$ cat src/rtl/pio_cmd_master_if.sv
// Bundle of request, PIO bus and response signals for pio_cmd_master.
// The master modport is the design side; the slave modport is the requester/bus side.
interface pio_cmd_master_if #(
  parameter int ADDR_W = 16,
  parameter int DATA_W = 32
);
  // Request side
  logic              req_vld;
  logic              req_rdy;
  logic              req_rw;
  logic [ADDR_W-1:0] req_addr;
  logic [DATA_W-1:0] req_data;
  // PIO bus side
  logic              cmd_vld;
  logic [ADDR_W-1:0] addr;
  logic [DATA_W-1:0] data_w;
  logic              rw;
  logic              drive_en;
  logic [DATA_W-1:0] data_r;
  logic              rd_vld;
  // Response and status
  logic              rsp_vld;
  logic              rsp_rw;
  logic [ADDR_W-1:0] rsp_addr;
  logic [DATA_W-1:0] rsp_data;
  logic              rsp_err;
  logic              stray_rd;
  logic              idle;

  modport master (
    input  req_vld, req_rw, req_addr, req_data, data_r, rd_vld,
    output req_rdy, cmd_vld, addr, data_w, rw, drive_en,
    output rsp_vld, rsp_rw, rsp_addr, rsp_data, rsp_err, stray_rd, idle
  );

  modport slave (
    output req_vld, req_rw, req_addr, req_data, data_r, rd_vld,
    input  req_rdy, cmd_vld, addr, data_w, rw, drive_en,
    input  rsp_vld, rsp_rw, rsp_addr, rsp_data, rsp_err, stray_rd, idle
  );
endinterface

$ cat src/rtl/pio_cmd_master.sv
// Queued PIO bus master: buffers read/write requests in a small FIFO, issues
// them one at a time as single-cycle commands, waits for read data with a
// timeout, and returns one in-order response per request.
module pio_cmd_master #(
  parameter int ADDR_W  = 16,
  parameter int DATA_W  = 32,
  parameter int DEPTH   = 4,
  parameter int TIMEOUT = 255
) (
  input  logic             clk,
  input  logic             rst,
  pio_cmd_master_if.master bus
);
  localparam int PTR_W = $clog2(DEPTH);
  localparam int CNT_W = $clog2(TIMEOUT + 1);
  localparam logic [PTR_W:0]   DEPTH_C  = (PTR_W + 1)'(DEPTH);
  // Last WAIT_RD cycle: counter starts at 0, so TIMEOUT cycles end at TIMEOUT-1
  localparam logic [CNT_W-1:0] TMO_LAST = CNT_W'(TIMEOUT - 1);

  typedef struct packed {
    logic              rw;
    logic [ADDR_W-1:0] addr;
    logic [DATA_W-1:0] data;
  } req_t;

  typedef enum logic [1:0] {IDLE, ISSUE, WAIT_RD} state_t;

  req_t              fifo_mem [DEPTH];
  req_t              head;
  logic [PTR_W-1:0]  wr_ptr_reg;
  logic [PTR_W-1:0]  rd_ptr_reg;
  logic [PTR_W:0]    count_reg;
  logic [CNT_W-1:0]  tmo_cnt_reg;
  state_t            state_reg;
  logic              cur_rw_reg;
  logic [ADDR_W-1:0] cur_addr_reg;
  logic              push;
  logic              pop;
  logic              rd_pending;

  assign bus.req_rdy  = !rst && (count_reg < DEPTH_C);
  assign push         = bus.req_vld && bus.req_rdy;
  assign pop          = (state_reg == IDLE) && (count_reg != '0);
  assign head         = fifo_mem[rd_ptr_reg];
  assign rd_pending   = ((state_reg == ISSUE) && !cur_rw_reg) || (state_reg == WAIT_RD);
  assign bus.drive_en = bus.cmd_vld;
  assign bus.idle     = (count_reg == '0) && (state_reg == IDLE);

  // Request storage; left unreset so it can map onto distributed RAM
  always_ff @(posedge clk) begin
    if (push) begin
      fifo_mem[wr_ptr_reg] <= {bus.req_rw, bus.req_addr, bus.req_data};
    end
  end

  // FIFO bookkeeping, command sequencing and registered bus/response outputs
  always_ff @(posedge clk) begin
    if (rst) begin
      state_reg    <= IDLE;
      wr_ptr_reg   <= '0;
      rd_ptr_reg   <= '0;
      count_reg    <= '0;
      tmo_cnt_reg  <= '0;
      cur_rw_reg   <= 1'b0;
      cur_addr_reg <= '0;
      bus.cmd_vld  <= 1'b0;
      bus.addr     <= '0;
      bus.data_w   <= '0;
      bus.rw       <= 1'b0;
      bus.rsp_vld  <= 1'b0;
      bus.rsp_rw   <= 1'b0;
      bus.rsp_addr <= '0;
      bus.rsp_data <= '0;
      bus.rsp_err  <= 1'b0;
      bus.stray_rd <= 1'b0;
    end else begin
      // Response is a single-cycle pulse; fields read as zero between pulses
      bus.rsp_vld  <= 1'b0;
      bus.rsp_rw   <= 1'b0;
      bus.rsp_addr <= '0;
      bus.rsp_data <= '0;
      bus.rsp_err  <= 1'b0;

      if (push) wr_ptr_reg <= wr_ptr_reg + 1'b1;
      if (pop)  rd_ptr_reg <= rd_ptr_reg + 1'b1;
      if (push && !pop)      count_reg <= count_reg + 1'b1;
      else if (pop && !push) count_reg <= count_reg - 1'b1;

      // Read data with nothing outstanding is only flagged, never consumed
      if (bus.rd_vld && !rd_pending) bus.stray_rd <= 1'b1;

      case (state_reg)
        IDLE: begin
          if (pop) begin
            bus.cmd_vld  <= 1'b1;
            bus.addr     <= head.addr;
            bus.data_w   <= head.data;
            bus.rw       <= head.rw;
            cur_rw_reg   <= head.rw;
            cur_addr_reg <= head.addr;
            state_reg    <= ISSUE;
          end
        end
        ISSUE: begin
          // Command is on the bus for this cycle only
          bus.cmd_vld <= 1'b0;
          bus.addr    <= '0;
          bus.data_w  <= '0;
          bus.rw      <= 1'b0;
          if (cur_rw_reg) begin
            bus.rsp_vld  <= 1'b1;
            bus.rsp_rw   <= 1'b1;
            bus.rsp_addr <= cur_addr_reg;
            state_reg    <= IDLE;
          end else if (bus.rd_vld) begin
            bus.rsp_vld  <= 1'b1;
            bus.rsp_addr <= cur_addr_reg;
            bus.rsp_data <= bus.data_r;
            state_reg    <= IDLE;
          end else begin
            tmo_cnt_reg <= '0;
            state_reg   <= WAIT_RD;
          end
        end
        WAIT_RD: begin
          // Data arriving on the final allowed cycle still wins over the timeout
          if (bus.rd_vld) begin
            bus.rsp_vld  <= 1'b1;
            bus.rsp_addr <= cur_addr_reg;
            bus.rsp_data <= bus.data_r;
            state_reg    <= IDLE;
          end else if (tmo_cnt_reg == TMO_LAST) begin
            bus.rsp_vld  <= 1'b1;
            bus.rsp_addr <= cur_addr_reg;
            bus.rsp_err  <= 1'b1;
            state_reg    <= IDLE;
          end else begin
            tmo_cnt_reg <= tmo_cnt_reg + 1'b1;
          end
        end
        default: state_reg <= IDLE;
      endcase
    end
  end
endmodule

$ cat src/flat_wrapper.sv
// flat-port wrapper written by rule: the top's interface ports become plain ports
module pio_cmd_master_flat 
#(
  parameter int ADDR_W  = 16,
  parameter int DATA_W  = 32,
  parameter int DEPTH   = 4,
  parameter int TIMEOUT = 255
)
  (clk, rst, bus_req_vld, bus_req_rw, bus_req_addr, bus_req_data, bus_data_r, bus_rd_vld, bus_req_rdy, bus_cmd_vld, bus_addr, bus_data_w, bus_rw, bus_drive_en, bus_rsp_vld, bus_rsp_rw, bus_rsp_addr, bus_rsp_data, bus_rsp_err, bus_stray_rd, bus_idle);
  pio_cmd_master_if #(.ADDR_W(ADDR_W), .DATA_W(DATA_W)) bus_i ();
  input  logic clk;
  input  logic rst;
  input wire logic [$bits(bus_i.req_vld)-1:0] bus_req_vld;
  input wire logic [$bits(bus_i.req_rw)-1:0] bus_req_rw;
  input wire logic [$bits(bus_i.req_addr)-1:0] bus_req_addr;
  input wire logic [$bits(bus_i.req_data)-1:0] bus_req_data;
  input wire logic [$bits(bus_i.data_r)-1:0] bus_data_r;
  input wire logic [$bits(bus_i.rd_vld)-1:0] bus_rd_vld;
  output wire logic [$bits(bus_i.req_rdy)-1:0] bus_req_rdy;
  output wire logic [$bits(bus_i.cmd_vld)-1:0] bus_cmd_vld;
  output wire logic [$bits(bus_i.addr)-1:0] bus_addr;
  output wire logic [$bits(bus_i.data_w)-1:0] bus_data_w;
  output wire logic [$bits(bus_i.rw)-1:0] bus_rw;
  output wire logic [$bits(bus_i.drive_en)-1:0] bus_drive_en;
  output wire logic [$bits(bus_i.rsp_vld)-1:0] bus_rsp_vld;
  output wire logic [$bits(bus_i.rsp_rw)-1:0] bus_rsp_rw;
  output wire logic [$bits(bus_i.rsp_addr)-1:0] bus_rsp_addr;
  output wire logic [$bits(bus_i.rsp_data)-1:0] bus_rsp_data;
  output wire logic [$bits(bus_i.rsp_err)-1:0] bus_rsp_err;
  output wire logic [$bits(bus_i.stray_rd)-1:0] bus_stray_rd;
  output wire logic [$bits(bus_i.idle)-1:0] bus_idle;
  assign bus_i.req_vld = bus_req_vld;
  assign bus_i.req_rw = bus_req_rw;
  assign bus_i.req_addr = bus_req_addr;
  assign bus_i.req_data = bus_req_data;
  assign bus_i.data_r = bus_data_r;
  assign bus_i.rd_vld = bus_rd_vld;
  assign bus_req_rdy = bus_i.req_rdy;
  assign bus_cmd_vld = bus_i.cmd_vld;
  assign bus_addr = bus_i.addr;
  assign bus_data_w = bus_i.data_w;
  assign bus_rw = bus_i.rw;
  assign bus_drive_en = bus_i.drive_en;
  assign bus_rsp_vld = bus_i.rsp_vld;
  assign bus_rsp_rw = bus_i.rsp_rw;
  assign bus_rsp_addr = bus_i.rsp_addr;
  assign bus_rsp_data = bus_i.rsp_data;
  assign bus_rsp_err = bus_i.rsp_err;
  assign bus_stray_rd = bus_i.stray_rd;
  assign bus_idle = bus_i.idle;
  pio_cmd_master #(.ADDR_W(ADDR_W), .DATA_W(DATA_W), .DEPTH(DEPTH), .TIMEOUT(TIMEOUT)) u_core (.clk(clk), .rst(rst), .bus(bus_i));
endmodule
$ cat config.mk
export PLATFORM = sky130hd
export DESIGN_NAME = pio_cmd_master_flat
export DESIGN_NICKNAME = d
export VERILOG_FILES = /design/src/rtl/pio_cmd_master_if.sv /design/src/rtl/pio_cmd_master.sv /design/src/flat_wrapper.sv
export SDC_FILE = /design/constraint.sdc
export NUM_CORES = 1
export LEC_CHECK = 0
export CAP_MARGIN = 20
export CORE_UTILIZATION = 40
export CTS_CLUSTER_DIAMETER = 100
export DETAILED_ROUTE_END_ITERATION = 10
export SLEW_MARGIN = 20
export SYNTH_ARGS = -nofsm -noshare
export SYNTH_HDL_FRONTEND = slang
export SYNTH_SLANG_ARGS = --single-unit
$ cat constraint.sdc
create_clock -name clk -period 4.4 [get_ports clk]
set_input_delay 0.88 -clock clk [delete_from_list [all_inputs] [get_ports clk]]
set_output_delay 0.88 -clock clk [all_outputs]
set_load 0.1 [all_outputs]
==> reports/qor.txt <==
CTS tree: yes
Routability congestion estimate: 0.776
Int Pwr: 6.44 mW
Sw frac: 38.3%
All-Layer GR Usage: 16.3%
Synth area leaders: edfxtp_1 (50%), dfxtp_1 (23%), mux4_2 (9.3%), a22oi_1 (3.1%), and2_1 (2.6%)
Worst-Skew Late Latency: 0.51 ns
Slew HR: 30.8%
Outcome: finished, final reports clean
Cell Area, Synth: 11800 sq um
Post-CTS Setup Inserts: 0
DRT iter0 DRCs: 470
Max reg flops: 196
Post-DRT Antenna Nets: 0
Post-synth EDFFs: 196
Root Buffer: clkbuf_16
Worst setup EP type: primary output
Register name with the most flops: u_core.fifo_mem
CTS sink count: 334
Clock Pin Slew Worst Setup and Hold Paths: 0.06 ns
Synth Warn #: 0
Chip height: 174 um
CP cell instances: inv_1 > ha_1 > inv_1 > nor4_2 > clkdlybuf4s50_1
Drt drc: 0
Maximum clock path buffer count: 3
IO Pins: 190
Comb pwr share: 34.7%
Die Footprint: 30200 sq um
Top flop regs: u_core.fifo_mem (196), u_core.bus.data_w (32), u_core.bus.rsp_data (32)
Syn avg cell area: 16.0 sq um
Final Cell Area: 15300 sq um
Syn Inst Count: 740
FF/Latch Area: 8650 sq um
CP Data Required Time: 3.52 ns
Row count: 62
Diode count: 0
Setup_tns: 0 ns
FILL cells: 2473
CTS resizes: 0
Measured slew at the worst slew-check pin: 1.04 ns
Hpwl dp: 15.2 mm
Fin. Hold Viols: 0
Placed cells: 1285
Core Region: 28900 sq um
Clock power share: 27.1%
Largest net degree at the start of global routing: 89
Final Critical Period: 3.59 ns
Clock skew: 0.0134 ns
Slowest CP cell: clkdlybuf4s50_1
Share of layout cells above drive strength 1: 14.3%
Max Cap Violations: 0
Synth area leader: edfxtp_1
CP Buf/Inv Count: 3
First-pass GRT wire length: 38.2 mm
Avg WL per Cell: 18.1 um
Pleak: 5.17 nW
Worst stage delay on the critical path: 1.24 ns
Area of the multi-input gates: 2950 sq um
PortBufs: 189
Flop pwr share: 38.2%
Top_reg_cell synth: edfxtp_1
Vias per inst: 4.94
Vias: 6684
WS Path Type: reg -> out
Hold_buf cts: 0
Crit start category: flop
Max IR drop VDD: 0.000457 V
CP dominant cell by count: inv_1
Total CTS buffers: 36
Final setup viols: 0
Initial antenna violation count: 2
Number of global-route vias before repair: 6805
Synth Register Bits: 334
Starting Density: 40.9%
Final net count: 1036
RSZ-0062 raised after global routing: false
Distinct cells, synth: 49
Synth top area share: 49.9%
Post-synth ARST share: 0%
Max Slew Vio Count: 0
Die W: 174 um
Cell family with most CP delay: buffers and inverters
Net Count, Synth: 836
Max frequency: 279 MHz
PD cells: 684 nW/um^2
Final period util: 81.6%
Arrival time worst endpoint: 2.71 ns
Final core utilization: 52.9%
Final Non-Filler Cells: 1352
Layout area overhead: 29.4%
DP Area: 14100 sq um
Hold Crit Class: reg -> reg
Power, Total: 10.4 mW
Post-synthesis sequential area ratio: 73.3%
Routed WL: 24.5 mm
DR pass1 iterations: 4
Net Switching: 4.00 mW
H-tree depth: 2
Worst Path Max Fanout: 4
Total global routing overflow: 0
==> power groups by stage <==
stage          clock network, mW  registers [mW]  logic (mW)
6_report                    2.83            3.98        3.62
3_3_place_gp                   0            4.11        3.56
5_1_grt                     3.04            4.04        3.82
4_1_cts                     2.91            4.05        3.59
3_5_place_dp                   0            4.12        3.58
2_1_floorplan                  0            5.41        1.35
==> final timing paths <==
| kind | startpoint | slack [ns] | cells after the start | to |
|---|---|---|---|---|
| worst max-delay path | u_core.state_reg[0] | 0.81 | 5 | bus_idle |
| worst max register to register | u_core.state_reg[1] | 1.67 | 11 | u_core.count_reg[2] |
| worst min-delay path | u_core.cur_addr_reg[7] | 0.45 | 2 | u_core.cur_addr_reg[7] |
| worst min register to register | u_core.cur_addr_reg[7] | 0.45 | 2 | u_core.cur_addr_reg[7] |
==> worst reg2reg max path: cells and delay by family (launching register included) <==
| family | cells | cell delay (ns) |
|---|---|---|
| buffers and inverters | 4 | 0.70 |
| xor gates and xnor gates | 1 | 0.18 |
| AOI/OAI and AO/OA | 2 | 0.25 |
| DFF | 1 | 0.36 |
| and+or+nand+nor | 1 | 0.30 |
| adders and majority gates | 3 | 0.87 |
==> routing by layer <==
metal | share of wire (%) | global-route usage, % | vias to the layer above
li1 | - | - | 3185
met1 | 45 | 22.0 | 3248
met2 | 46 | 26.2 | 205
met3 | 6.2 | 3.68 | 42
met4 | 2.1 | 4.97 | 4
met5 | 0.094 | 0 | -
==> per-stage QoR <==
step                      hold WS, ns  worst slack (ns)
final                           0.448             0.810
after global routing            0.469             0.640
after CTS                       0.452             0.788
after detailed placement        0.441              1.34
after global placement          0.439              1.36
after floorplan                 0.430             0.182
==> cell families (layout without fill, tap and decap cells) <==
group | after synthesis | count (layout) | synth area share (%)
and+or+nand+nor | 188 | 188 | 7.83
adders and majority gates | 11 | 11 | 1.23
xor gates and xnor gates | 5 | 5 | 0.371
DFF | 334 | 334 | 73.3
buffers and inverters | 52 | 280 | 1.99
AOI/OAI and AO/OA | 100 | 100 | 5.87
muxes | 50 | 50 | 9.43
==> final cells by class <==
type                    instances  share of cell area, %
clock buffers                  54                   6.94
well taps                     384                   3.15
multi-input cells             354                   19.3
repair buffers                204                   13.2
flip-flops and latches        334                   56.7
clock inverters                12                  0.443
inverters                      10                  0.246
==> synthesized netlist by cell type (4+ instances only) <==
master and number:
dfxtp_1 138, a22oi_1 49, nand2_1 43, and2_1 49, nand2b_1 4, mux4_2 49
nor2_1 64, a21oi_1 29, and3_1 6, buf_2 16, edfxtp_1 196, o21ai_0 7
nand3_1 6, ha_1 10, inv_1 8, clkbuf_1 19
==> layout by cell type (no fill, tap or decap), types with 8 or more instances in the layout <==
cell type          n
ha_1              10
nor2_1            63
dfxtp_1          136
clkdlybuf4s50_1  187
nand2_1           43
inv_1              8
clkbuf_16         37
mux4_2            49
a21oi_1           28
buf_4             16
clkbuf_1          10
edfxtp_1         196
and2_1            49
a22oi_1           49
Power figures use the tool's default switching activity.
